$ cat config.mk
export PLATFORM = sky130hd
export DESIGN_NAME = vpe_scheduler
export DESIGN_NICKNAME = d
export VERILOG_FILES = /design/src/rtl/vpe_scheduler.sv
export SDC_FILE = /design/constraint.sdc
export NUM_CORES = 1
export LEC_CHECK = 0
export ABC_CLOCK_PERIOD_IN_PS = 2850
export BUFFER_PORTS_ARGS = -buffer_cell sky130_fd_sc_hd__buf_2
export CORE_MARGIN = 4
export CORE_UTILIZATION = 47
export CTS_CLUSTER_DIAMETER = 30
export DETAILED_ROUTE_END_ITERATION = 7
export GPL_TIMING_DRIVEN = 0
export HOLD_SLACK_MARGIN = 0.02
export PLACE_DENSITY = 0.91
export SYNTH_ARGS = -nofsm -noshare
export SYNTH_HDL_FRONTEND = slang
export SYNTH_SLANG_ARGS = --single-unit
$ cat constraint.sdc
create_clock -name clk -period 2.85 [get_ports clk]
set_input_delay 0.4275 -clock clk [delete_from_list [all_inputs] [get_ports clk]]
set_output_delay 0.4275 -clock clk [all_outputs]
set_load 0.02 [all_outputs]
$ cat src/rtl/vpe_scheduler.sv
// Vector processing-element scheduler: accepts a vector command, fetches operands per
// element, runs the PE under a watchdog and writes each result back in index order.
module vpe_scheduler #(
    parameter int VLMAX   = 64,
    parameter int TIMEOUT = 80
) (
    input  logic        clk,
    input  logic        reset,
    input  logic        cmd_valid,
    output logic        cmd_ready,
    input  logic [7:0]  cmd_instr,
    input  logic [7:0]  cmd_vl,
    input  logic [9:0]  cmd_sew,
    input  logic [3:0]  cmd_vap,
    output logic        busy,
    output logic        cmd_done,
    output logic        cmd_err,
    output logic        rd_req,
    output logic [7:0]  rd_idx,
    input  logic        rd_valid,
    input  logic [31:0] rd_opa,
    input  logic [31:0] rd_opb,
    input  logic [31:0] rd_opc,
    output logic        pe_reset_n,
    output logic        pe_start,
    input  logic        pe_done,
    output logic [7:0]  pe_instr,
    output logic [9:0]  pe_sew,
    output logic [3:0]  pe_vap,
    output logic [31:0] pe_opa,
    output logic [31:0] pe_opb,
    output logic [31:0] pe_opc,
    input  logic [31:0] pe_out,
    output logic        wb_valid,
    output logic [7:0]  wb_idx,
    output logic [31:0] wb_data
);

    localparam int         WD_W    = $clog2(TIMEOUT + 1);
    localparam logic [WD_W-1:0] WD_LAST = WD_W'(TIMEOUT - 1);
    localparam logic [7:0] VLMAX_B = 8'(VLMAX);

    typedef enum logic [2:0] {
        IDLE     = 3'd0,
        FETCH    = 3'd1,
        WAIT_OPS = 3'd2,
        EXEC     = 3'd3,
        WB       = 3'd4,
        FINISH   = 3'd5
    } state_t;

    state_t          state_r;
    logic [7:0]      index_r;
    logic [7:0]      vl_r;
    logic            done_q_r;
    logic            finish_err_r;
    logic [WD_W-1:0] wd_r;
    logic            completion_s;

    // Rejects opcodes outside the table, unsupported element widths, and lane-parallel
    // opcodes without a legal lane count.
    function automatic logic cmd_bad(input logic [7:0] instr, input logic [9:0] sew,
                                     input logic [3:0] vap);
        logic sew_ok;
        logic vap_needed;
        logic vap_ok;
        sew_ok     = (sew == 10'd8) || (sew == 10'd16) || (sew == 10'd32);
        vap_needed = (instr == 8'h03) || (instr == 8'h04) || (instr == 8'h05) || (instr == 8'h07);
        vap_ok     = (vap == 4'd1) || (vap == 4'd2) || (vap == 4'd4);
        return (instr > 8'h07) || !sew_ok || (vap_needed && !vap_ok);
    endfunction

    // A pe_done still high from the previous element is masked by done_q.
    assign completion_s = pe_done & ~done_q_r;
    assign pe_start     = (state_r == EXEC) & ~completion_s & ~reset;

    // Command sequencing FSM with registered status, fetch, PE and writeback outputs.
    always_ff @(posedge clk) begin
        if (reset) begin
            state_r      <= IDLE;
            index_r      <= 8'd0;
            vl_r         <= 8'd0;
            done_q_r     <= 1'b0;
            finish_err_r <= 1'b0;
            wd_r         <= '0;
            cmd_ready    <= 1'b0;
            busy         <= 1'b0;
            cmd_done     <= 1'b0;
            cmd_err      <= 1'b0;
            rd_req       <= 1'b0;
            rd_idx       <= 8'd0;
            pe_reset_n   <= 1'b0;
            pe_instr     <= 8'd0;
            pe_sew       <= 10'd0;
            pe_vap       <= 4'd0;
            pe_opa       <= 32'd0;
            pe_opb       <= 32'd0;
            pe_opc       <= 32'd0;
            wb_valid     <= 1'b0;
            wb_idx       <= 8'd0;
            wb_data      <= 32'd0;
        end else begin
            cmd_done   <= 1'b0;
            cmd_err    <= 1'b0;
            rd_req     <= 1'b0;
            wb_valid   <= 1'b0;
            pe_reset_n <= 1'b1;
            done_q_r   <= pe_done;
            case (state_r)
                IDLE: begin
                    cmd_ready <= 1'b1;
                    busy      <= 1'b0;
                    if (cmd_valid && cmd_ready) begin
                        if (cmd_bad(cmd_instr, cmd_sew, cmd_vap)) begin
                            cmd_done <= 1'b1;
                            cmd_err  <= 1'b1;
                        end else begin
                            pe_instr     <= cmd_instr;
                            pe_sew       <= cmd_sew;
                            pe_vap       <= cmd_vap;
                            vl_r         <= cmd_vl;
                            index_r      <= 8'd0;
                            cmd_ready    <= 1'b0;
                            busy         <= 1'b1;
                            finish_err_r <= (cmd_vl > VLMAX_B);
                            if ((cmd_vl == 8'd0) || (cmd_vl > VLMAX_B)) begin
                                state_r <= FINISH;
                            end else begin
                                state_r <= FETCH;
                                rd_req  <= 1'b1;
                                rd_idx  <= 8'd0;
                            end
                        end
                    end
                end
                FETCH: begin
                    state_r <= WAIT_OPS;
                end
                WAIT_OPS: begin
                    if (rd_valid) begin
                        pe_opa  <= rd_opa;
                        pe_opb  <= rd_opb;
                        pe_opc  <= rd_opc;
                        wd_r    <= '0;
                        state_r <= EXEC;
                    end
                end
                EXEC: begin
                    if (completion_s) begin
                        wb_data  <= pe_out;
                        wb_valid <= 1'b1;
                        wb_idx   <= index_r;
                        state_r  <= WB;
                    end else if (wd_r == WD_LAST) begin
                        // Hung PE: reset it and abort the whole command.
                        pe_reset_n <= 1'b0;
                        cmd_err    <= 1'b1;
                        cmd_done   <= 1'b1;
                        cmd_ready  <= 1'b1;
                        busy       <= 1'b0;
                        state_r    <= IDLE;
                    end else begin
                        wd_r <= wd_r + 1'b1;
                    end
                end
                WB: begin
                    if (index_r == vl_r - 8'd1) begin
                        state_r <= FINISH;
                    end else begin
                        index_r <= index_r + 8'd1;
                        rd_req  <= 1'b1;
                        rd_idx  <= index_r + 8'd1;
                        state_r <= FETCH;
                    end
                end
                FINISH: begin
                    cmd_done  <= 1'b1;
                    cmd_err   <= finish_err_r;
                    cmd_ready <= 1'b1;
                    busy      <= 1'b0;
                    state_r   <= IDLE;
                end
                default: begin
                    cmd_ready <= 1'b1;
                    busy      <= 1'b0;
                    state_r   <= IDLE;
                end
            endcase
        end
    end

endmodule

==> summary.md <==
| Metric | Value |
|---|---|
| Max clock buf depth | `3` |
| Syn nets | `1079` |
| Final WS setup | `219 ps` |
| Least-Margin Pin Slew | `1280 ps` |
| TritonCTS clock tree | `yes` |
| DR iter-0 viols | `430` |
| Placed Cells incl. Taps | `1459` |
| Status | `finished clean` |
| R2R Setup Slk | `220 ps` |
| Slowest stage delay, CP | `450 ps` |
| Mapped Avg Cell Area | `8.20 sq um` |
| M1 WL | `9280 microns` |
| Max Slew Vio Count | `0` |
| Worst Path Buf+Inv | `3` |
| Setup violators final | `0` |
| First-pass GRT wire length | `39400 microns` |
| Die Y | `134 microns` |
| WL per Instance | `16.6 microns` |
| Largest net degree at the start of global routing | `14` |
| Leading area contributor after synthesis | `dfxtp_1` |
| Crit. Startpoint | `state_r[1]` |
| Hold Crit Class | `input port to flop` |
| EDFF count, synth | `0` |
| Tcrit/Tclk final | `92.3%` |
| First-pass DRT Iterations | `5` |
| Io pins | `337` |
| Tot GR Track Use | `26.8%` |
| Hpwl dp | `18100 microns` |
| Worst EP required | `3250 ps` |
| Sequential area share after synthesis | `53.7%` |
| Core area | `0.0154 sq mm` |
| Die area | `0.0180 sq mm` |
| Root Driver | `clkbuf_16` |
| Synthesis-to-layout area growth | `44.1%` |
| Peak supply drop | `0.601 mV` |
| Synth top area share | `53.7%` |
| Aggregate routed wire length | `25300 microns` |
| Final GP Congestion | `0.848` |
| Clock latency on the worst-skew pair | `500 ps` |
| Asr flop ratio synth | `0%` |
| Via count of the routed design | `8055` |
| TritonCTS buffer count | `38` |
| Yosys reg bits | `201` |
| Initial antenna violation count | `2` |
| Nature of the critical path startpoint | `flop` |
| Period minus WS final | `2630 ps` |
| Reg2Reg Depth | `7` |
| Slew margin rel. | `14.1%` |
| Worst endpoint data arrival time | `3030 ps` |
| Post-Place Setup Slack | `10.6 ps` |
| Final non-filler cell total | `1529` |
| Achievable Freq | `380 MHz` |
| Fin area | `0.0108 sq mm` |
| Primary FF master, synth | `dfxtp_1` |
| Die Width | `134 microns` |
| P_leak | `4.74 nW` |
| I/O Buffers | `335` |
| Row count | `45` |
| Count of different cell masters after synthesis | `49` |
| Synth warnings | `0` |
| # Max-Cap Violations | `0` |
| Final Hold Vio Count | `0` |
| Clock Skew | `18.8 ps` |
| Final ANT Viol Nets | `0` |
| Netlist Area Pre-Place | `0.00749 sq mm` |
| Dpl cell area | `0.00943 sq mm` |
| Worst setup path category | `flop to flop` |
| Crit-path most repeated cell | `clkbuf_1` |
| Gates resized, CTS repair | `0` |
| Fin Setup TNS | `0 ps` |
| DRC viols | `0` |
| Post-CTS Hold Fix Bufs | `0` |
| Reg-to-Reg End | `pe_opa[12]` |
| Setup Buffers After CTS | `0` |
| Met2 wire len | `12800 microns` |
| Met3 Wirelength | `2240 microns` |
| Starting Density | `48.5%` |
| CP Max Fanout | `10` |
| Mapped Cells | `913` |
| Nets | `1454` |
| Total grt overflow | `0` |
| Reg clk slew, reported paths | `50 ps` |
| Largest cells by area after synthesis | `dfxtp_1 (54%), nand2_1 (15%), a21oi_1 (10%), clkbuf_1 (2.7%), nor2_1 (2.0%)` |
| Cell class contributing the biggest share of worst-path delay | `buffers and inverters` |
| Share of cells above drive strength 1 | `31.8%` |
| Final hold slack | `167 ps` |
| Critical path capture point type | `flop` |
| Master of the slowest instance on the critical path | `nor2_1` |
| WHS Path Cells | `3` |
| Vias per Instance | `5.27` |
| Crit-path cells | `clkbuf_1 > nand3b_1 > nor2_1 > clkbuf_1 > buf_1 > nand2_1 > a21oi_1` |
| FILL cells | `1184` |
| Worst hold endpoint | `pe_opc[19]` |
| Clock sink count | `201` |
| H-tree Lvls | `2` |
| Reg2reg start | `state_r[1]` |
| Pwr dens | `709 mW/mm^2` |
| Top sig layer | `met5` |
| RSZ-0062 raised after global routing | `false` |
| Vias in the first global route | `7992` |
| Min-delay src | `rd_opc[19]` |
layer usage:
layer  up-vias  track usage, %
met2       423            47.5
met4         2            12.8
met3        84            6.71
met5         -               0
met1      3738            30.2
li1       3808               -
cells in the final DEF (no fill, tap or decap), drive strengths merged, types with 2 or more instances in the layout:
master / instances
a211oi: 2
a21oi: 155
a311oi: 2
and3: 16
buf: 343
bufinv: 5
clkbuf: 97
clkinv: 8
clkinvlp: 4
dfxtp: 201
ha: 3
inv: 16
mux2i: 11
nand2: 307
nand2b: 5
nand3: 9
nand3b: 3
nand4: 3
nor2: 39
nor2b: 4
nor3: 6
nor4: 7
o2111ai: 5
o211ai: 3
o21ai: 6
o22ai: 5
o2bb2ai: 6
or2: 2
or4: 5
xnor2: 8
xor2: 16
cells by family after synthesis:
kind of cell | share of synthesized area (%)
DFF | 53.7
xor gates and xnor gates | 2.81
muxes | 1.47
adders and majority gates | 0.501
and+or+nand+nor | 22.7
buffers and inverters | 3.49
AOI/OAI and AO/OA | 15.3
final cells by class:
type	instances	area, sq um	area share, %
clock inverter	26	325	3.02
buffer	62	239	2.22
tap	211	264	2.45
timing repair buffer	335	1680	15.5
multi-input combinational	643	3210	29.8
antenna	1	2.50	0.0232
inverter	7	26.3	0.244
sequential	201	4020	37.3
clock buffer	43	1020	9.46
worst max path at each step:
stage	endpoint	slack, ps	depth (start not counted)
after CTS	pe_opa[28]	130	8
after floorplan	rd_idx[1]	620	6
after global placement	pe_vap[0]	90	7
after global routing	pe_opa[19]	5	7
after detailed placement	pe_vap[3]	10	7
final	pe_opa[12]	220	7
report_power, final:
| part | leakage [nW] | internal [W] | switching (W) |
|---|---|---|---|
| Clock | 0.650 | 0.00308 | 0.00154 |
| Combinational | 2.47 | 0.0000981 | 0.000121 |
| Sequential | 1.62 | 0.00282 | 0.00000244 |
| Total | 4.74 | 0.00599 | 0.00166 |
cell usage after synthesis (7+ instances only):
master    instances
nor4_1            7
nor2_1           39
a21oi_1         155
dfxtp_1         201
buf_1             7
inv_1             7
nand3_1           8
clkbuf_1         53
and3_1           16
xnor2_1           8
mux2i_1          11
xor2_1           16
nand2_1         307
through the flow:
stage               total power (W)  util [%]
floorplan                   0.00294         -
global placement            0.00309      61.1
detailed placement          0.00309      61.1
CTS                         0.00771      69.9
global route                0.00789      69.9
finish                      0.00765      69.9
registers in the layout (all words and copies together) (netlist names), 3 cells and up:
name and flops:
pe_opc 32, wb_data 32, pe_instr 8, index_r 8, state_r 3, pe_sew 10, pe_vap 4, pe_opa 32
vl_r 8, pe_opb 32, rd_idx 8, wd_r 7, wb_idx 8
worst register-to-register path, cell delays in order, from the launching register on:
cell,delay [ps]
dfxtp_1,370
clkbuf_1,360
nand3b_1,190
nor2_1,450
clkbuf_1,440
buf_1,440
nand2_1,130
a21oi_1,180
Note: power is estimated with default switching activity, not from simulation.
